===== src/rtl/ranger_pkg.sv =====
// rtl/ranger_pkg.sv - shared types, defaults and cycle-count helpers for the ultrasonic ranger
package ranger_pkg;

    typedef enum logic [2:0] {
        IDLE,
        TRIG,
        WAIT_RISE,
        MEASURE,
        GAP
    } state_e;

    localparam int DEF_CHANNELS   = 4;
    localparam int DEF_CM_W       = 10;
    localparam int DEF_CLK_PER_US = 50;
    localparam int DEF_TRIG_US    = 10;
    localparam int DEF_US_PER_CM  = 58;
    localparam int DEF_MAX_CM     = 400;
    localparam int DEF_SLOT_US    = 60000;

    // Derived cycle counts are computed in 64 bits so large parameter products cannot wrap.
    function automatic longint unsigned trig_cyc(longint unsigned trig_us, longint unsigned clk_per_us);
        return trig_us * clk_per_us;
    endfunction

    function automatic longint unsigned cm_cyc(longint unsigned us_per_cm, longint unsigned clk_per_us);
        return us_per_cm * clk_per_us;
    endfunction

    function automatic longint unsigned wait_limit_cyc(longint unsigned trig_us, longint unsigned max_cm,
                                                       longint unsigned us_per_cm, longint unsigned clk_per_us);
        return (trig_us + max_cm * us_per_cm) * clk_per_us;
    endfunction

    function automatic longint unsigned slot_cyc(longint unsigned slot_us, longint unsigned clk_per_us);
        return slot_us * clk_per_us;
    endfunction

    // Width of a counter that holds 0..n-1, never narrower than one bit.
    function automatic int cnt_w(longint unsigned n);
        return (n < 2) ? 1 : $clog2(n);
    endfunction

endpackage


===== src/rtl/echo_sync.sv =====
// rtl/echo_sync.sv - two-flop echo synchroniser with rise/fall pulses
module echo_sync (
    input  logic clk_i,
    input  logic rst_ni,
    input  logic echo_i,
    output logic rise_o,
    output logic fall_o
);

    logic meta_q;
    logic sync_q;
    logic prev_q;

    // Two flops for metastability, a third copy to detect edges on the synced level.
    always_ff @(posedge clk_i or negedge rst_ni) begin
        if (!rst_ni) begin
            meta_q <= 1'b0;
            sync_q <= 1'b0;
            prev_q <= 1'b0;
        end else begin
            meta_q <= echo_i;
            sync_q <= meta_q;
            prev_q <= sync_q;
        end
    end

    assign rise_o = sync_q & ~prev_q;
    assign fall_o = ~sync_q & prev_q;

endmodule


===== src/rtl/multi_ultrasonic_ranger.sv =====
// rtl/multi_ultrasonic_ranger.sv - round-robin multi-channel HC-SR04 ranging sequencer
module multi_ultrasonic_ranger
    import ranger_pkg::*;
#(
    parameter int CHANNELS   = DEF_CHANNELS,
    parameter int CM_W       = DEF_CM_W,
    parameter int CLK_PER_US = DEF_CLK_PER_US,
    parameter int TRIG_US    = DEF_TRIG_US,
    parameter int US_PER_CM  = DEF_US_PER_CM,
    parameter int MAX_CM     = DEF_MAX_CM,
    parameter int SLOT_US    = DEF_SLOT_US
) (
    input  logic                     CLOCK,
    input  logic                     RESET_N,
    input  logic                     ENABLE,
    input  logic [CHANNELS-1:0]      ECH,
    output logic [CHANNELS-1:0]      TR,
    output logic [CHANNELS*CM_W-1:0] CM,
    output logic [CHANNELS-1:0]      VALID,
    output logic [CHANNELS-1:0]      TIMEOUT,
    output logic                     SAMPLE_STB,
    output logic [2:0]               SAMPLE_CH
);

    localparam longint unsigned TRIG_CYC       = trig_cyc(64'(TRIG_US), 64'(CLK_PER_US));
    localparam longint unsigned CM_CYC         = cm_cyc(64'(US_PER_CM), 64'(CLK_PER_US));
    localparam longint unsigned WAIT_LIMIT_CYC = wait_limit_cyc(64'(TRIG_US), 64'(MAX_CM),
                                                                64'(US_PER_CM), 64'(CLK_PER_US));
    localparam longint unsigned SLOT_CYC       = slot_cyc(64'(SLOT_US), 64'(CLK_PER_US));

    localparam int SLOT_W = cnt_w(SLOT_CYC);
    localparam int PS_W   = cnt_w(CM_CYC);
    localparam int CH_W   = cnt_w(64'(CHANNELS));

    localparam logic [SLOT_W-1:0] SLOT_TRIG_LAST = SLOT_W'(TRIG_CYC - 1);
    localparam logic [SLOT_W-1:0] SLOT_WAIT_END  = SLOT_W'(WAIT_LIMIT_CYC);
    localparam logic [SLOT_W-1:0] SLOT_LAST      = SLOT_W'(SLOT_CYC - 1);
    localparam logic [PS_W-1:0]   PS_LAST        = PS_W'(CM_CYC - 1);
    localparam logic [CM_W-1:0]   CM_LIMIT       = CM_W'(MAX_CM);
    localparam logic [CH_W-1:0]   CH_LAST        = CH_W'(CHANNELS - 1);

    state_e                   state_q, state_d;
    logic [CH_W-1:0]          ch_q, ch_d;
    logic [SLOT_W-1:0]        slot_q, slot_d;
    logic [PS_W-1:0]          presc_q, presc_d;
    logic [CM_W-1:0]          cnt_q, cnt_d;
    logic [CHANNELS*CM_W-1:0] cm_q, cm_d;
    logic [CHANNELS-1:0]      valid_q, valid_d;
    logic [CHANNELS-1:0]      timeout_q, timeout_d;
    logic                     stb_q, stb_d;
    logic [2:0]               sch_q, sch_d;
    logic [CHANNELS-1:0]      rise_w, fall_w;
    logic [CHANNELS-1:0]      tr_w;
    logic                     rise_sel, fall_sel;

    for (genvar g = 0; g < CHANNELS; g++) begin : g_sync
        echo_sync u_echo_sync (
            .clk_i  (CLOCK),
            .rst_ni (RESET_N),
            .echo_i (ECH[g]),
            .rise_o (rise_w[g]),
            .fall_o (fall_w[g])
        );
    end

    assign rise_sel = rise_w[ch_q];
    assign fall_sel = fall_w[ch_q];

    // Next-state logic: slot sequencing, echo measurement and result capture.
    always_comb begin
        state_d   = state_q;
        ch_d      = ch_q;
        slot_d    = slot_q;
        presc_d   = presc_q;
        cnt_d     = cnt_q;
        cm_d      = cm_q;
        valid_d   = valid_q;
        timeout_d = timeout_q;
        stb_d     = 1'b0;
        sch_d     = sch_q;
        if (state_q != IDLE) begin
            slot_d = slot_q + 1'b1;
        end
        case (state_q)
            IDLE: begin
                slot_d = '0;
                if (ENABLE) begin
                    state_d = TRIG;
                end
            end
            TRIG: begin
                if (slot_q == SLOT_TRIG_LAST) begin
                    state_d = WAIT_RISE;
                end
            end
            WAIT_RISE: begin
                if (rise_sel) begin
                    // The edge cycle itself is the first echo-high cycle, so it is counted.
                    state_d = MEASURE;
                    if (CM_CYC == 1) begin
                        cnt_d   = CM_W'(1);
                        presc_d = '0;
                    end else begin
                        cnt_d   = '0;
                        presc_d = PS_W'(1);
                    end
                end else if (slot_q == SLOT_WAIT_END) begin
                    timeout_d[ch_q] = 1'b1;
                    stb_d           = 1'b1;
                    sch_d           = 3'(ch_q);
                    state_d         = GAP;
                end
            end
            MEASURE: begin
                if (presc_q == PS_LAST) begin
                    presc_d = '0;
                    cnt_d   = cnt_q + 1'b1;
                end else begin
                    presc_d = presc_q + 1'b1;
                end
                // A falling edge on the limit cycle still counts as a good sample.
                if (fall_sel) begin
                    cm_d[int'(ch_q)*CM_W +: CM_W] = cnt_q;
                    valid_d[ch_q]   = 1'b1;
                    timeout_d[ch_q] = 1'b0;
                    stb_d           = 1'b1;
                    sch_d           = 3'(ch_q);
                    state_d         = GAP;
                end else if (cnt_q == CM_LIMIT) begin
                    timeout_d[ch_q] = 1'b1;
                    stb_d           = 1'b1;
                    sch_d           = 3'(ch_q);
                    state_d         = GAP;
                end
            end
            GAP: begin
                if (slot_q == SLOT_LAST) begin
                    slot_d  = '0;
                    ch_d    = (ch_q == CH_LAST) ? '0 : ch_q + 1'b1;
                    state_d = ENABLE ? TRIG : IDLE;
                end
            end
            default: state_d = IDLE;
        endcase
    end

    // Trigger is decoded from registered state so reset drops it without waiting for a clock.
    always_comb begin
        tr_w = '0;
        if (state_q == TRIG) begin
            tr_w[ch_q] = 1'b1;
        end
    end

    // State and result registers.
    always_ff @(posedge CLOCK or negedge RESET_N) begin
        if (!RESET_N) begin
            state_q   <= IDLE;
            ch_q      <= '0;
            slot_q    <= '0;
            presc_q   <= '0;
            cnt_q     <= '0;
            cm_q      <= '0;
            valid_q   <= '0;
            timeout_q <= '0;
            stb_q     <= 1'b0;
            sch_q     <= '0;
        end else begin
            state_q   <= state_d;
            ch_q      <= ch_d;
            slot_q    <= slot_d;
            presc_q   <= presc_d;
            cnt_q     <= cnt_d;
            cm_q      <= cm_d;
            valid_q   <= valid_d;
            timeout_q <= timeout_d;
            stb_q     <= stb_d;
            sch_q     <= sch_d;
        end
    end

    assign TR         = tr_w;
    assign CM         = cm_q;
    assign VALID      = valid_q;
    assign TIMEOUT    = timeout_q;
    assign SAMPLE_STB = stb_q;
    assign SAMPLE_CH  = sch_q;

endmodule


===== config.mk =====
export PLATFORM = sky130hd
export DESIGN_NAME = multi_ultrasonic_ranger
export DESIGN_NICKNAME = d
export VERILOG_FILES = /design/src/rtl/ranger_pkg.sv /design/src/rtl/echo_sync.sv /design/src/rtl/multi_ultrasonic_ranger.sv
export SDC_FILE = /design/constraint.sdc
export NUM_CORES = 1
export LEC_CHECK = 0
export ABC_CLOCK_PERIOD_IN_PS = 6200
export CAP_MARGIN = 15
export CORE_AREA = 2 2 103 105
export DETAILED_ROUTE_END_ITERATION = 10
export DIE_AREA = 0 0 105 107
export PLACE_DENSITY = 0.81
export SLEW_MARGIN = 20
export SYNTH_ARGS = -nofsm -noshare
export SYNTH_HDL_FRONTEND = slang
export SYNTH_SLANG_ARGS = --single-unit

===== constraint.sdc =====
create_clock -name CLOCK -period 6.2 [get_ports CLOCK]
set_clock_uncertainty 0.05 [all_clocks]
set_input_delay 1.24 -clock CLOCK [delete_from_list [all_inputs] [get_ports CLOCK]]
set_output_delay 1.24 -clock CLOCK [all_outputs]
set_load 0.005 [all_outputs]

* After elaboration in Yosys (flattened, before gate mapping)
Index checks and enable logic that the tools add are counted.
** Storage, ports and cells
- Bits in registers :: 113
- Input port bits :: 7
- Logic and storage cells :: 123
** Operators by class
- $add $sub $neg :: 5
- $mul :: 1
- Magnitude comparators :: 2
- Equality and inequality tests :: 19
- Shift operators :: 2
- Multiplexer cells :: 42
- Bitwise gates (word level) :: 20
- Reduce and logical (&&, ||, !) cells :: 10
** Operators by type and width (number)
- $mux 22 :: 2
- $pmux 22 s2 :: 1
- $bwmux 40 :: 1
- $shift 10x33->40 const A :: 1
- $shiftx 10x33->40 :: 1
- $mux 3 :: 11
- $neg 6->33 :: 1
- $mux 12 :: 2
- $pmux 12 s2 :: 1
- $add 22x1->22 const B :: 1
- $eq 22x21->1 const B :: 1
- $eq 22x22->1 const B :: 1
- $eq 22x9->1 const B :: 1
- $mux 10 :: 2
- $mux 4 :: 5
- $pmux 10 s2 :: 1
- $pmux 3 s5 :: 1
- $ne 2x2->1 const B :: 7
- $add 12x1->12 const B :: 1
- $eq 12x12->1 const B :: 1
- $add 10x1->10 const B :: 1
- $eq 10x9->1 const B :: 1
- $and 1x1->1 :: 8
- $mux 1 :: 8
- other kinds (27) :: 40

* Depth between registers and ports, before layout
Gate-level depths: netlist of run 1.
- Word-level depth :: 8
- Mapped depth :: 12
- Depth with buffers taken out :: 7

* Modules after synthesis
Synthesis of run 1 repeated with hierarchy kept, for this count alone.
** Second synthesis, totals
- Cells, all modules :: 595
- Area, all modules :: 5645.4 sq um
** By module, submodules not included
- multi_ultrasonic_ranger :: instances 1, cells an instance 575, area each 5285.1 sq um, sequential area each 2502.4 sq um
- echo_sync :: instances 4, cells an instance 5, area each 90.1 sq um, sequential area each 75.1 sq um

* Worst setup path after synthesis of run 1
OpenSTA, ideal clock, no wires.
- Path kind :: reg2out
- Start :: reg ch_q[0]
- End :: out TR[0]
- Arrival time :: 1.914 ns
- Data required time :: 4.910 ns
- Setup slack :: 2.996 ns
- Stages on the path, launching flop included :: 9
- Path buffers :: 5
- Cells stage by stage :: dfrtp_1 > buf_4 > buf_6 > clkbuf_8 > inv_1 > ha_1 > clkbuf_1 > clkbuf_1 > and2_1
** On the way
- Word-level cells in the longest chain between the ends :: 5
** Ends and longest elaborated chain
- start: declaration :: line multi_ultrasonic_ranger.sv:43 : logic [CH_W-1:0] ch_q, ch_d;
- start signal: assignment :: line multi_ultrasonic_ranger.sv:170 : ch_q <= ch_d;
- $lt 2x3->1 (not written as such) / $ge 2x1->1 (equally long branches) :: line multi_ultrasonic_ranger.sv:151 : tr_w[ch_q] = 1'b1;
- $logic_and 1x1->1 (not written as such) :: line multi_ultrasonic_ranger.sv:151
- $mux 1 (not written as such) :: line multi_ultrasonic_ranger.sv:151
- $demux 1 s2 (*) :: line multi_ultrasonic_ranger.sv:151
- $mux 4 (*) :: line multi_ultrasonic_ranger.sv:150 : if (state_q == TRIG) begin
- end: declaration :: line multi_ultrasonic_ranger.sv:17 : output logic [CHANNELS-1:0] TR,
Every way passes the cells marked *; elsewhere a longest branch is shown, timed or not.

* Worst setup path after layout of run 1
Same ends and word-level chain as after synthesis.

==> flow_results.org, run 1 <==
** Synth
- Averaged over all synthesized cells, the footprint is a little under 10 µm².
- By area the synthesized netlist is led by dfrtp_1 (48%), nand2_1 (4.4%), mux2_2 (3.5%).
- Post-Syn Area :: just under 0.006 mm²
- Sequential cell area fraction in the yosys report :: between 40% and 50%
- Summed over all instances, the cell type with the most area after synthesis is dfrtp_1.
- In this run, synthesis inferred 0 flip-flops with an integrated enable.
- Synthesis handed over a netlist of 586 instances.
- Synth Warn # :: 0
- When the netlist entered floorplanning its net count stood at between 600 and 700.
- Of all flip-flops after synthesis, the portion carrying an async set or reset was 100.0%.
- Number of distinct library cell variants in the gate-level netlist after synthesis :: 63
- Most common flop cell mapped by yosys :: dfrtp_1
- The share of synthesized area in the top cell type comes to between 40 and 50%.
- Counting flops and latches in the post-synthesis netlist gives about 110.

** Clocking
- TritonCTS built the clock tree.
- Total clock sinks :: 112
- Number of hold buffers added after cts :: 0
- Clk Tree Root Cell :: clkbuf_8
- Maximum root-to-sink buffer count :: 2
- Clock-pin slew reported for the worst setup and hold paths after clock tree synthesis :: between 0.1 and 0.15 ns
- H-Tree Level Count :: 3
- Once the clock tree was built, the setup fixing pass inserted 0 buffers.
- Clock Latency Late Sink :: around 0.38 ns
- CTS-repair resized insts :: 0
- Buffers inserted during clock tree synthesis total 9.

** STA
- Setup violations remaining at the end of the flow were counted as 0.
- In this run the tightest slew margin relative to its limit is 30.49%.
- After layout, the worst setup slack is about 2.3 ns.
- Max-slew violation count :: 0
- In the final timing run, aggregate negative setup slack is 0 ns.
- The number of failing hold endpoints at the final stage was 0.
- The routed design could run at a clock period as short as just under 4 ns.
- Dividing the final minimum period by the clock period gives a little under two thirds.
- For the pin with the worst max-slew slack, the measured transition is roughly 1.0 ns.
- Unrepaired setup endpoints after global routing :: false
- Maximum achievable frequency :: between 200 and 300 MHz

** Critical path
- The worst setup path is launched from a flop.
- In this run the register-to-register setup slack is just under 3 ns.
- Top fanout value on the critical path :: 34
- For the worst setup path, the data arrival time is approximately 2.7 ns.
- Req. time, crit path :: between 4 and 5 ns
- Critical path endpoint category :: output pin
- Critical setup path kind :: flop to output pin

** Routing
- TritonRoute pass-1 iters :: 5
- Number of nets still failing antenna checks after routing :: 0
- Count of routing violations after the opening detailed-route iteration :: between 150 and 200
- Post-route DRC :: 0
- In the final routed layout, each cell accounts on average for between 15 and 20 µm.
- Vias per inst :: ~6
- Total via count in the routed design :: 4,487
- Detailed Route WL :: 12,830 µm

** Status
- The flow ran to the end, and the final reports show no timing, DRC or antenna violations.

** Pwr
- The share of total power dissipated in sequential elements is 54.1%.
- Clock network fraction of design power :: 28.5%
- The worst-case IR drop observed on VDD is around 0.19 mV.
- Switching power summed over all nets :: between 400 and 500 µW
- Share of power burned in combinational logic :: ~17%
- In this run the power density over the cells is about 230 mW/mm².
- Power comes to approximately 1500 µW.
- Of the total power, the share spent switching nets is between 30% and 40%.
- Total leakage power :: roughly 0.0027 µW
- Internal portion of total power :: 1033 µW

** Global routing
- Global routing used between 20% and 30% of the available tracks.
- The number of antenna violations at the first check in global routing is 0.
- Maximum number of pins on one net before global-route repair :: 64
- Global routing finished with a remaining overflow of 0.
- Via count of the first global-routing pass :: approximately 4,400
- Wire length of the first global-routing pass :: 21,580 µm

** Worst hold path
- Class of the most critical hold timing path :: flop to flop

** Die
- In this run the count of I/O pins placed on the die edge is 63.
- Die height :: about 110 µm
- Die boundary width :: approximately 110 µm
- Core region area :: about 0.01 mm²
- Site Rows :: 37
- Starting density of the core :: 57.41%
- DIE AREA :: ~0.011 mm²

** Cells and area
- Count of non-filler cells in the finished layout :: between 700 and 800
- Synth-to-layout area growth :: 13.76%
- Share of layout cells above drive strength 1 :: between 10% and 20%
- 0 antenna diodes ended up in the layout.
- Summing all multi-input logic gate instances after layout gives between 0.002 and 0.003 mm².
- Filler cell count in the final layout :: 844
- Area used by sequential logic in the layout :: ~0.0028 mm²
- Nets@finish :: between 600 and 700

** Place
- The HPWL after detailed placement is 9177 µm.
- At the placement stage, the worst setup path has a slack of 2.301 ns.
- During placement, the flow inserted port buffers numbering 61.
- Number of placed instances with taps included :: 747
- At the end of routability-driven placement, the weighted congestion stood at about 0.9.

** Flow run
- The tool flagged a number of max-cap violations equal to 0.
## cells in the final DEF, fill, tap and decap left out, types with 3 or more instances in the layout
master / count
ha_1: 13
or3_1: 6
xnor2_1: 13
o22ai_1: 6
nor2b_1: 5
dfrtp_1: 111
clkinv_4: 3
nand4_1: 13
nand4b_1: 3
clkbuf_8: 9
nor3_1: 18
mux2i_1: 10
nand2_1: 68
mux2_2: 18
xor2_1: 12
clkdlybuf4s50_1: 60
or2_2: 8
o21a_1: 5
nor4_1: 7
or4_1: 3
nand3b_1: 3
a22oi_1: 4
inv_1: 10
a22o_1: 4
nand3_1: 25
a21o_1: 7
o31ai_1: 18
and2_1: 5
o41ai_1: 4
o21ai_0: 34
nor3b_1: 3
nor2_1: 54
o22a_1: 3
a21oi_1: 7
nand2b_1: 5
and3_1: 4
buf_4: 3
## final timing paths
check                      cells past startpoint                                endpoint                              startpoint
max                                            4                                   TR[0]                     ch_q[0]$_DFFE_PN0P_
min                                            0  g_sync[3].u_echo_sync.sync_q$_DFF_PN0_  g_sync[3].u_echo_sync.meta_q$_DFF_PN0_
max reg2reg                                    7                      CM[17]$_DFFE_PN0P_                     ch_q[0]$_DFFE_PN0P_
min reg2reg                                    0  g_sync[3].u_echo_sync.sync_q$_DFF_PN0_  g_sync[3].u_echo_sync.meta_q$_DFF_PN0_
max in group asynchronous                      2                  presc_q[5]$_DFFE_PN0P_                                 RESET_N
min in group asynchronous                      1                      CM[12]$_DFFE_PN0P_                                 RESET_N
## power groups by stage
stage / logic [µW] / clock network, µW / registers (µW)
2_1_floorplan: 198 / 0 / 809
3_3_place_gp: 254 / 0 / 829
3_5_place_dp: 264 / 0 / 831
4_1_cts: 266 / 441 / 817
5_1_grt: 298 / 472 / 827
6_report: 264 / 432 / 819
## metrics by stage
step | instance area (µm²) | hold WS [ns] | utilization [%]
final | 6591 | 0.3074 | 65.31
after global routing | 6591 | 0.3165 | 65.31
after CTS | 6590 | 0.3101 | 65.30
after detailed placement | 6392 | 0.2863 | 63.34
after global placement | 6386 | 0.2868 | 63.28
after floorplan | 5794 | 0.2812 | -
## state kept, by name, summed over array words and instances (netlist names), named ones only
| signal | flops |
|---|---|
| CM | 40 |
| SAMPLE_CH | 2 |
| SAMPLE_STB | 1 |
| VALID | 4 |
| ch_q | 2 |
| cnt_q | 10 |
| g_sync.u_echo_sync.meta_q | 4 |
| g_sync.u_echo_sync.prev_q | 4 |
| g_sync.u_echo_sync.sync_q | 4 |
| presc_q | 12 |
| slot_q | 22 |
| state_q | 3 |
## layer usage
| metal | vias to the layer above | part of all wire (%) | track usage, % |
|---|---|---|---|
| met3 | 19 | 4.8 | 4.681 |
| met5 | - | 0 | 0 |
| met1 | 2176 | 44 | 31.06 |
| met2 | 139 | 50 | 40.40 |
| met4 | 0 | 1.3 | 7.714 |
| li1 | 2153 | - | - |
## worst max-delay path, stage by stage, from the launching register on
cell	delay (ns)
dfrtp_2	0.65
inv_1	0.30
ha_1	0.58
and2_1	0.22
clkdlybuf4s50_1	0.51
## cell families after synthesis
kind of cell	after synthesis	synth area share, %
xor+xnor	25	3.779
simple gates	253	22.78
buf+inv	48	4.124
compound gates	104	12.33
flops	112	48.37
mux	30	5.744
fa+ha+maj	13	2.807
other cells	1	0.06472
## layout make-up
cell class                      count  share of cell area, %
Timing Repair Buffer               63                  9.453
Inverter                           10                 0.5695
Clock inverter                      7                  1.120
Clock buffer                        9                  1.879
Sequential cell                   112                  42.54
Tap cell                          136                  2.582
Multi-Input combinational cell    426                  41.86
## cells in the mapped netlist (3+ instances only)
master,instances
or2_2,8
o21a_1,5
buf_6,3
a21oi_1,7
dfrtp_1,112
nand3b_1,3
mux2i_1,10
and2_1,5
nand3_1,25
nor3_1,18
o31ai_1,18
mux2_2,18
nand4_1,13
nor2_1,54
o22ai_1,6
o41ai_1,4
nand2b_1,5
clkbuf_1,26
nand2_1,68
o21ai_0,34
or4_1,3
inv_1,10
xnor2_1,13
ha_1,13
o22a_1,3
buf_2,4
a21o_1,7
nor3b_1,3
nor4_1,8
buf_4,3
and3_1,4
nand4b_1,3
a22oi_1,4
nor2b_1,5
or3_1,6
a22o_1,4
xor2_1,12
a21boi_0,3
Note: power is estimated with default switching activity, not from simulation.
==> run 2, diff against run 1 <==
--- a/config.mk
+++ b/config.mk
@@ -5,12 +5,12 @@
 export SDC_FILE = /design/constraint.sdc
 export NUM_CORES = 1
 export LEC_CHECK = 0
-export ABC_CLOCK_PERIOD_IN_PS = 6200
+export ABC_CLOCK_PERIOD_IN_PS = 4100
 export CAP_MARGIN = 15
-export CORE_AREA = 2 2 103 105
+export CORE_AREA = 2 2 104 106
 export DETAILED_ROUTE_END_ITERATION = 10
-export DIE_AREA = 0 0 105 107
-export PLACE_DENSITY = 0.81
+export DIE_AREA = 0 0 106 108
+export PLACE_DENSITY = 0.8
 export SLEW_MARGIN = 20
 export SYNTH_ARGS = -nofsm -noshare
 export SYNTH_HDL_FRONTEND = slang
==> constraint.sdc (replaced) <==
create_clock -name CLOCK -period 4.1 [get_ports CLOCK]
set_clock_uncertainty 0.05 [all_clocks]
set_input_delay 0.82 -clock CLOCK [delete_from_list [all_inputs] [get_ports CLOCK]]
set_output_delay 0.82 -clock CLOCK [all_outputs]
set_load 0.005 [all_outputs]
==> flow_results.org, run 2 (synthesis gave the netlist of run 1 again) <==
** STA
- Count of endpoints failing hold in the final timing report :: 0 (unchanged)
- Fin crit share :: a little over four fifths
- Setup repair after global routing left no endpoint under its margin.
- The minimum setup slack in the final design is 0.6501 ns (-1.605 ns).
- Post-route worst hold slack :: 0.3063 ns (-0.001039 ns)
- The final count of negative-setup-slack endpoints was 0 (unchanged).
- Derived from the worst setup path, the maximum achievable clock frequency is a little under 300 MHz.
- Actual slew at the worst max-slew pin :: 0.8942 ns (-0.1389 ns)
- Relative slew margins :: 39.84% (+9.3 points)
- The routed design could run at a clock period as short as about 3.4 ns.
- The max-slew violation total from the final report is 0 (unchanged).
- Sum of negative setup slack :: 0 ns (unchanged)

** Critical path
- Req. time, crit path :: 3.23 ns (-1.68 ns)
- CP startpoint kind :: flop
- Top fanout value on the critical path :: 34 (unchanged)
- Biggest cell delay along the critical path :: 0.57 ns (-0.08 ns)
- The critical path goes through buf_4 -> inv_1 -> ha_1 -> and2_1 -> clkdlybuf4s50_1.
- Critical setup path kind :: flop to output pin
- Dominant delay contributor by cell family on the critical path :: buffers and inverters
- The slowest stage of the critical path is the ha_1 cell.
- The buffers plus inverters on the worst setup path came to 3 (+1).
- Arrival time at the worst endpoint :: 2.58 ns (-0.07 ns)
- The worst setup path is captured at an output pin.

** Global routing
- Maximum number of pins on one net before global-route repair :: 48 (-25%)
- The total overflow reported by the global router was 0 (unchanged).
- Wire length of the first global-routing pass :: 21,010 µm (-2.7%)
- The number of antenna violations at the first check in global routing is 0 (unchanged).
- Via count of the first global-routing pass :: 4,220 (-4.4%)
- The total global-route track usage is 22.93% (-0.93 points).

** Cells and area
- The number of nets in the final layout came to 644 (+0.31%).
- The core utilization of the finished layout came to 64.47% (-0.84 points).
- The count of inserted antenna diode cells is 0 (unchanged).
- The number of flip-flops under the largest register name was 40 (unchanged).
- The total of fill cells in the finished design was 829 (-1.8%).
- Leading cell type in the layout, fill and taps excluded :: dfrtp_1
- The area of all sequential standard cells was 0.002803 mm² (about the same).
- Area taken by multi-input logic gates :: 0.002763 mm² (+0.14%)
- The layout-stage area growth over the synthesis result is 13.84% (about the same).
- Leading cell types in the layout, fill and taps excluded :: dfrtp_1 (112), nand2_1 (68), clkdlybuf4s50_1 (60)
- Share of layout cells above drive strength 1 :: 10.65% (+0.29 points)

** Routing
- Number of nets still failing antenna checks after routing :: 0 (unchanged)
- The length of the first detailed-routing pass in iterations is 5 (unchanged).
- The DRC violations left was 0 (unchanged).
- The routed wire length is 12,510 µm (-2.4%).
- The average wire length per cell after detail routing came to 16.35 µm (-2.7%).
- The total vias in the final route was 4,483 (-0.089%).
- The via density per instance came to 5.860 (-0.35%).
- Count of routing violations after the opening detailed-route iteration :: 280 (+52%)

** Flow run
- The number of max-cap violations was 0 (unchanged).

** Die
- The count of standard-cell rows was 37 (unchanged).
- The initial cell density of the core came to 56.63% (-0.78 points).
- DIE AREA :: 0.01145 mm² (+1.9%)
- The area of the core is 0.01023 mm² (+1.4%).
- Die height :: 108 µm (+0.93%)
- Number of top-level design ports :: 63 (unchanged)
- Die boundary width :: 106 µm (+0.95%)

** Worst hold path
- Class of the most critical hold timing path :: flop to flop

** Clocking
- The number of clock buffers inserted by TritonCTS was 9 (unchanged).
- Setup bufs post-CTS :: 0 (unchanged)
- Total clock sinks :: 112 (unchanged)
- Clock Latency Late Sink :: 0.38 ns (about the same)
- The maximum level of the CTS H-tree was 3 (unchanged).
- Clk Tree Root Cell :: clkbuf_8
- The maximum buffer depth of the clock tree was 2 (unchanged).
- Number of hold buffers added after cts :: 0 (unchanged)
- CTS-repair resized insts :: 0 (unchanged)
- TritonCTS clock tree :: done
- Clock-pin slew reported for the worst setup and hold paths after clock tree synthesis :: 0.10 ns (about the same)

** Place
- PortBufs :: 61 (unchanged)
- The setup slack after placement was 0.9683 ns (-1.333 ns).
- The post-DP HPWL came to 8946 µm (-2.5%).
- Weighted congestion at the end of routability-driven global placement :: 0.9090 (-1.5%)

** Pwr
- Power density cells :: 343.6 mW/mm² (+49%)
- Worst vdd rail ir drop :: 0.2157 mV (+13%)
- The power after layout was 2266 µW (+50%).
- Total leakage power :: 0.002672 µW (about the same)

** Status
- Outcome :: finished clean
-- run 2: per-stage QoR --
stage | cells | cell area, µm²
final | 765 | 6596
after global routing | 765 | 6596
after CTS | 765 | 6596
after detailed placement | 749 | 6411
after global placement | 749 | 6405
after floorplan | 586 | 5794
-- run 2: final cells by class --
class / count / area share [%]
well taps: 136 / 2.580
inverters: 10 / 0.5690
flip-flops and latches: 112 / 42.49
clock inverters: 7 / 0.9294
multi-input cells: 426 / 41.88
clock buffers: 9 / 1.878
repair buffers: 65 / 9.674
-- run 2: layer usage --
metal	wire (µm)	GRT usage (%)
met1	5742	31.75
met2	5989	37.51
met3	469	2.471
met4	309	9.023
met5	0	0
-- run 2: final timing paths --
path | startpoint | endpoint | slack, ns | depth (start not counted)
max | ch_q[0]$_DFFE_PN0P_ | TR[0] | 0.65 | 5
min | g_sync[1].u_echo_sync.meta_q$_DFF_PN0_ | g_sync[1].u_echo_sync.sync_q$_DFF_PN0_ | 0.31 | 0
max reg2reg | ch_q[0]$_DFFE_PN0P_ | CM[0]$_DFFE_PN0P_ | 1.00 | 5
min reg2reg | g_sync[1].u_echo_sync.meta_q$_DFF_PN0_ | g_sync[1].u_echo_sync.sync_q$_DFF_PN0_ | 0.31 | 0
max in group asynchronous | RESET_N | cnt_q[3]$_DFFE_PN0P_ | 2.74 | 2
min in group asynchronous | RESET_N | CM[34]$_DFFE_PN0P_ | 0.37 | 1
-- run 2: power breakdown --
group	leakage, µW	switching [µW]	internal [µW]
Clock	0.0000888	395	233
Combinational	0.00106	245	157
Sequential	0.00152	72.6	1160
Total	0.00267	713	1550
==> run 3, diff against run 2 <==
--- a/config.mk
+++ b/config.mk
@@ -5,12 +5,12 @@
 export SDC_FILE = /design/constraint.sdc
 export NUM_CORES = 1
 export LEC_CHECK = 0
-export ABC_CLOCK_PERIOD_IN_PS = 4100
+export ABC_CLOCK_PERIOD_IN_PS = 3100
 export CAP_MARGIN = 15
-export CORE_AREA = 2 2 104 106
+export CORE_AREA = 2 2 110 112
 export DETAILED_ROUTE_END_ITERATION = 10
-export DIE_AREA = 0 0 106 108
-export PLACE_DENSITY = 0.8
+export DIE_AREA = 0 0 112 114
+export PLACE_DENSITY = 0.75
 export SLEW_MARGIN = 20
 export SYNTH_ARGS = -nofsm -noshare
 export SYNTH_HDL_FRONTEND = slang
==> constraint.sdc (replaced) <==
create_clock -name CLOCK -period 3.1 [get_ports CLOCK]
set_clock_uncertainty 0.05 [all_clocks]
set_input_delay 0.62 -clock CLOCK [delete_from_list [all_inputs] [get_ports CLOCK]]
set_output_delay 0.62 -clock CLOCK [all_outputs]
set_load 0.005 [all_outputs]
==> flow_results.org, run 3 (synthesis gave the netlist of run 1 again) <==
** Status
- The run finished with clean final reports.

** Cells and area
- Flip-flop count of the largest register, all copies and words added :: 40 (unchanged)
- Leaving out fill and tap cells, the most frequent cell in the layout is dfrtp_1.
- Nets@finish :: 654 (+1.6%)
- Share of layout cells above drive strength 1 :: 11.74% (+1.1 points)
- The area growth from synthesis to layout is 17.25%.
- Leading cell types in the layout, fill and taps excluded :: dfrtp_1 (112), nand2_1 (68), clkdlybuf4s50_1 (60)
- The total of fill cells in the finished design came to 1,023 (+23%).
- The count of inserted antenna diode cells came to 0 (unchanged).

** STA
- The number of failing hold endpoints at the final stage was 0 (unchanged).
- After layout, the worst path uses 90.83% of the clock period.
- The worst-margin pin slew was 0.6875 ns (-0.2067 ns).
- The worst path needs around 2.8 ns of the cycle, external delays included.
- Unrepaired setup endpoints after global routing :: false
- Relative slew margins :: 54.06% (+14 points)
- Sum of negative setup slack :: 0 ns (unchanged)
- The minimum setup slack in the final design was 0.2843 ns (-0.3658 ns).
- The final count of negative-setup-slack endpoints was 0 (unchanged).
- Max-slew violation count :: 0 (unchanged)
- Static timing analysis puts the maximum clock frequency at between 300 and 400 MHz.

** Routing
- Post-route DRC :: 0 (unchanged)
- Detailed Route WL :: 13,580 µm (+8.5%)
- The number of nets with antenna violations after detailed routing was 0 (unchanged).
- The DRC marker count from the first detailed-route iteration came to 318 (+14%).
- Vias per inst :: 5.786 (-1.3%)
- The length of the first detailed-routing pass in iterations is 5 (unchanged).
- Total via count in the routed design :: 4,548 (+1.4%)
- Routed length per placed instance :: 17.27 µm (+5.6%)

** Critical path
- Top fanout value on the critical path :: 18 (-47%)
- STA classifies the critical path startpoint as a flop.
- Req. time, crit path :: 3.29 ns (+0.06 ns)
- The worst setup path is captured at a flop.
- The endpoint arrival time on the critical path came to 3.01 ns (+0.43 ns).
- Critical setup path kind :: flop to flop

** Place
- The count of buffers from port buffering was 61 (unchanged).
- The setup slack after placement was 0.3269 ns (-0.6415 ns).
- DP HPWL :: 9688 µm (+8.3%)
- The final weighted congestion in routability-driven placement was 0.9334 (+2.7%).

** Clocking
- Total clock sinks :: 112 (unchanged)
- The post-CTS resize count was 0 (unchanged).
- TritonCTS built the clock tree.
- The clock-pin slew on the worst setup and hold paths came to 0.07 ns (-0.03 ns).
- H-Tree Level Count :: 3 (unchanged)
- Number of hold buffers added after cts :: 0 (unchanged)
- The number of clock buffers inserted by TritonCTS was 9 (unchanged).
- The number of buffers added for setup after CTS was 0 (unchanged).
- The clock latency of the later-clocked register in the worst-skew pair came to 0.35 ns (-0.03 ns).
- In this run the clock root is driven by a clkbuf_16.
- Maximum root-to-sink buffer count :: 2 (unchanged)

** Die
- Core region area :: 0.01171 mm² (+14%)
- The I/O pin count came to 63 (unchanged).
- Die boundary width :: 112 µm (+5.7%)
- The initial cell density of the core came to 49.48% (-7.2 points).
- The count of standard-cell rows is 40 (+8.1%).
- DIE AREA :: 0.01277 mm² (+12%)
- The die height came to 114 µm (+5.6%).

** Flow run
- The number of max-cap violations came to 0 (unchanged).

** Global routing
- The first-pass GRT wire length was 22,710 µm (+8.1%).
- The total overflow reported by the global router was 0 (unchanged).
- Global-route usage over all layers :: 22.21% (-0.72 points)
- Via count of the first global-routing pass :: 4,488 (+6.4%)
- The largest net degree at the start of global routing is 51 (+6.3%).
- Antenna violations before repair :: 0 (unchanged)

** Pwr
- Total leakage power :: 0.002779 µW (+4.0%)
- Worst vdd rail ir drop :: 0.4510 mV (+110%)
- The power per standard cell area is 487.4 mW/mm² (+42%).

** Worst hold path
- The path class of the tightest hold or removal check is input pin to asynchronous set/reset pin.
run 3: cell types whose count changed in the layout (fill, tap and decap cells not counted):
cell,delta
buf_4,+9
clkbuf_16,+9
clkbuf_8,-7
a21boi_1,+1
a21boi_2,-1
buf_12,+1
clkinv_2,+1
clkinvlp_4,-1
inv_6,-1
inv_8,-1
nor4_1,+1
nor4_2,-1
run 3: layout make-up:
| cell class | instances | area [µm²] | area share (%) |
|---|---|---|---|
| clock inverters | 5 | 38.79 | 0.5709 |
| clock buffers | 11 | 252.7 | 3.720 |
| well taps | 147 | 183.9 | 2.707 |
| multi-input cells | 426 | 2753 | 40.52 |
| repair buffers | 75 | 725.7 | 10.68 |
| inverters | 10 | 37.54 | 0.5525 |
| flip-flops and latches | 112 | 2803 | 41.25 |
run 3: final timing paths:
check	start	endpoint	slack (ns)	cells after the start
worst min register to register	g_sync[2].u_echo_sync.meta_q$_DFF_PN0_	g_sync[2].u_echo_sync.sync_q$_DFF_PN0_	0.30	0
worst max register to register	ch_q[1]$_DFFE_PN0P_	CM[14]$_DFFE_PN0P_	0.28	7
min in group CLOCK	g_sync[2].u_echo_sync.meta_q$_DFF_PN0_	g_sync[2].u_echo_sync.sync_q$_DFF_PN0_	0.30	0
worst min-delay path	RESET_N	CM[12]$_DFFE_PN0P_	0.24	1
worst max-delay path	ch_q[1]$_DFFE_PN0P_	CM[14]$_DFFE_PN0P_	0.28	7
max in group asynchronous	RESET_N	presc_q[9]$_DFFE_PN0P_	1.99	2
run 3: metal layers:
metal / part of all wire [%] / GRT usage, %
met5: 0 / 0
met4: 2.2 / 7.561
met3: 5.0 / 4.623
met2: 50 / 37.74
met1: 43 / 28.63
run 3: through the flow:
stage | area [µm²] | hold slack (ns) | util (%) | instances | power (µW)
2_1_floorplan | 5794 | 0.2744 | - | 586 | 2015
3_3_place_gp | 6502 | 0.2858 | 55.52 | 770 | 2182
3_5_place_dp | 6502 | 0.2863 | 55.52 | 770 | 2210
4_1_cts | 6794 | 0.2474 | 58.01 | 786 | 3340
5_1_grt | 6794 | 0.2690 | 58.01 | 786 | 3487
6_report | 6794 | 0.2357 | 58.01 | 786 | 3312
run 3: where the power goes:
group / total (µW) / leakage (µW) / internal [µW] / switching (µW)
clock network: 1130 / 0.000143 / 595 / 534
logic: 546 / 0.00112 / 225 / 321
registers: 1640 / 0.00152 / 1540 / 96.6
total: 3310 / 0.00278 / 2360 / 952
run 3: worst max-delay path, cell delays in order (launching register included):
cell     delay, ns
dfrtp_1       0.58
inv_1         0.16
ha_1          0.72
mux2_2        0.43
a22oi_1       0.21
or2_2         0.17
o22ai_1       0.09
mux2_2        0.29
==> patch, RTL diff (settings of run 2) <==
Put one more register stage on the output `CM`, without a reset. The value now appears one clock later. The other outputs are not delayed to match.
--- a/src/rtl/multi_ultrasonic_ranger.sv
+++ b/src/rtl/multi_ultrasonic_ranger.sv
@@ -181,5 +181,7 @@
 
     assign TR         = tr_w;
-    assign CM         = cm_q;
+    always_ff @(posedge CLOCK) begin
+        CM <= cm_q;
+    end
     assign VALID      = valid_q;
     assign TIMEOUT    = timeout_q;
Formal check against the unedited RTL: same outputs for any inputs over 10 cycles, from zero or initial values and one cycle with RESET_N low; that may be too few to reach the edited logic, so the function may still have changed.
==> patch against run 2 <==
Final area increased by 20%. Setup slack improved by 130 ps. First-iteration DRC count grew 31%. Routed wire length grew 15%. Synthesized area is 13% higher. Register-to-register slack better by 200 ps. Synthesized cell count grew 7.8%. Sequential cell count up 40. Critical path type unchanged. Critical endpoint unchanged. Largest cell class unchanged. Highest routed layer unchanged.
Power is not compared: it rests on default switching activity, and its combinational part moved more than twofold at a synthesized area within 25%.
==> patch: results (changes against run 2) <==
| Stage | Item | Value | Delta |
|---|---|---|---|
| outcome | Run status | complete, no violations | unchanged |
| synth | Synthesized-area fraction occupied by xor and xnor cells | 3.47% | was 3.78% |
| global route | Global-route wire length before repair | 24.3 mm | was 21.0 mm |
| synth | Most common library cells after synthesis | sky130_fd_sc_hd__dfrtp_1 (112), sky130_fd_sc_hd__nand2_1 (77), sky130_fd_sc_hd__nor2_1 (56) | was sky130_fd_sc_hd__dfrtp_1 (112), sky130_fd_sc_hd__nand2_1 (68), sky130_fd_sc_hd__nor2_1 (54) |
| cells and area | Share of layout cells above drive strength 1 | 10.9% | was 10.7% |
| placed design | Placed inst area | 7240 um2 | was 6410 um2 |
| synth | Mux share of post-synthesis cell area | 4.84% | was 5.74% |
| cells and area | Filler Cell Count | 655 | was 829 |
| critical path | Depth of the most critical reg-to-reg path | 7 | was 5 |
| synth | Area fraction in compound gates after synthesis | 11.2% | was 12.3% |
| global route | Largest net degree at the start of global routing | 85 | was 48 |
| placed design | Final estimated routing congestion in global placement | 0.937 | was 0.909 |
| clocking | CTS H-tree lvls | 4 | was 3 |
| critical path | Critical Path AT | 2450 ps | was 2580 ps |
| synth | Yosys cell types | 60 | was 63 |
| global route | Vias in the first global route | 4907 | was 4220 |
| timing | Max-slew headroom at the worst pin | 50.5% | was 39.8% |
| route | Count of TritonRoute iterations in the first routing pass | 6 | was 5 |
| clocking | Worst skew pair latency | 530 ps | was 380 ps |
| synth | Ys async rst share | 73.7% | was 100% |
| synth | Largest cells by area after synthesis | sky130_fd_sc_hd__dfrtp_1 (43%), sky130_fd_sc_hd__dfxtp_1 (12%), sky130_fd_sc_hd__nand2_1 (4.4%), sky130_fd_sc_hd__o21ai_0 (3.6%), sky130_fd_sc_hd__nor2_1 (3.2%) | was sky130_fd_sc_hd__dfrtp_1 (48%), sky130_fd_sc_hd__nand2_1 (4.4%), sky130_fd_sc_hd__mux2_2 (3.5%), sky130_fd_sc_hd__nor2_1 (3.5%), sky130_fd_sc_hd__o21ai_0 (2.9%) |
| critical path | Worst setup slack for register-to-register paths | 1200 ps | was 1000 ps |
| global route | Global-route total usage across every layer | 27.1% | was 22.9% |
| min path | Min-delay worst type | in2async | was reg2reg |
| placed design | Final HPWL DP | 9.43 mm | was 8.95 mm |
| synth | Number of nets in the synthesized netlist | 652 | was 606 |
==> patch: area by class of cell <==
class / count / share of cell area [%]
inverters: 11 / 0.523
multi-input cells: 435 / 35.2
clock buffers: 23 / 6.61
repair buffers: 67 / 8.33
flip-flops and latches: 152 / 45.7
well taps: 136 / 2.16
clock inverters: 9 / 1.51
==> patch: metal layers <==
layer / vias to the layer above / track usage, % / part of all wire, %
met5: - / 0 / 0
met4: 0 / 13.2 / 2.9
met3: 43 / 4.34 / 5.4
met2: 245 / 45.2 / 51
met1: 2420 / 35.0 / 41
li1: 2321 / - / -
==> patch: through the flow <==
stage               cells  setup slack (ps)  utilization [%]  hold WS [ps]  power (mW)
finish                833               784             77.1           282        3.19
global route          833               673             77.1           309        3.27
CTS                   833               778             77.1           303        3.20
detailed placement    801              1290             70.8           285        1.57
global placement      801              1360             70.8           283        1.57
floorplan             632              1530                -           281        1.54
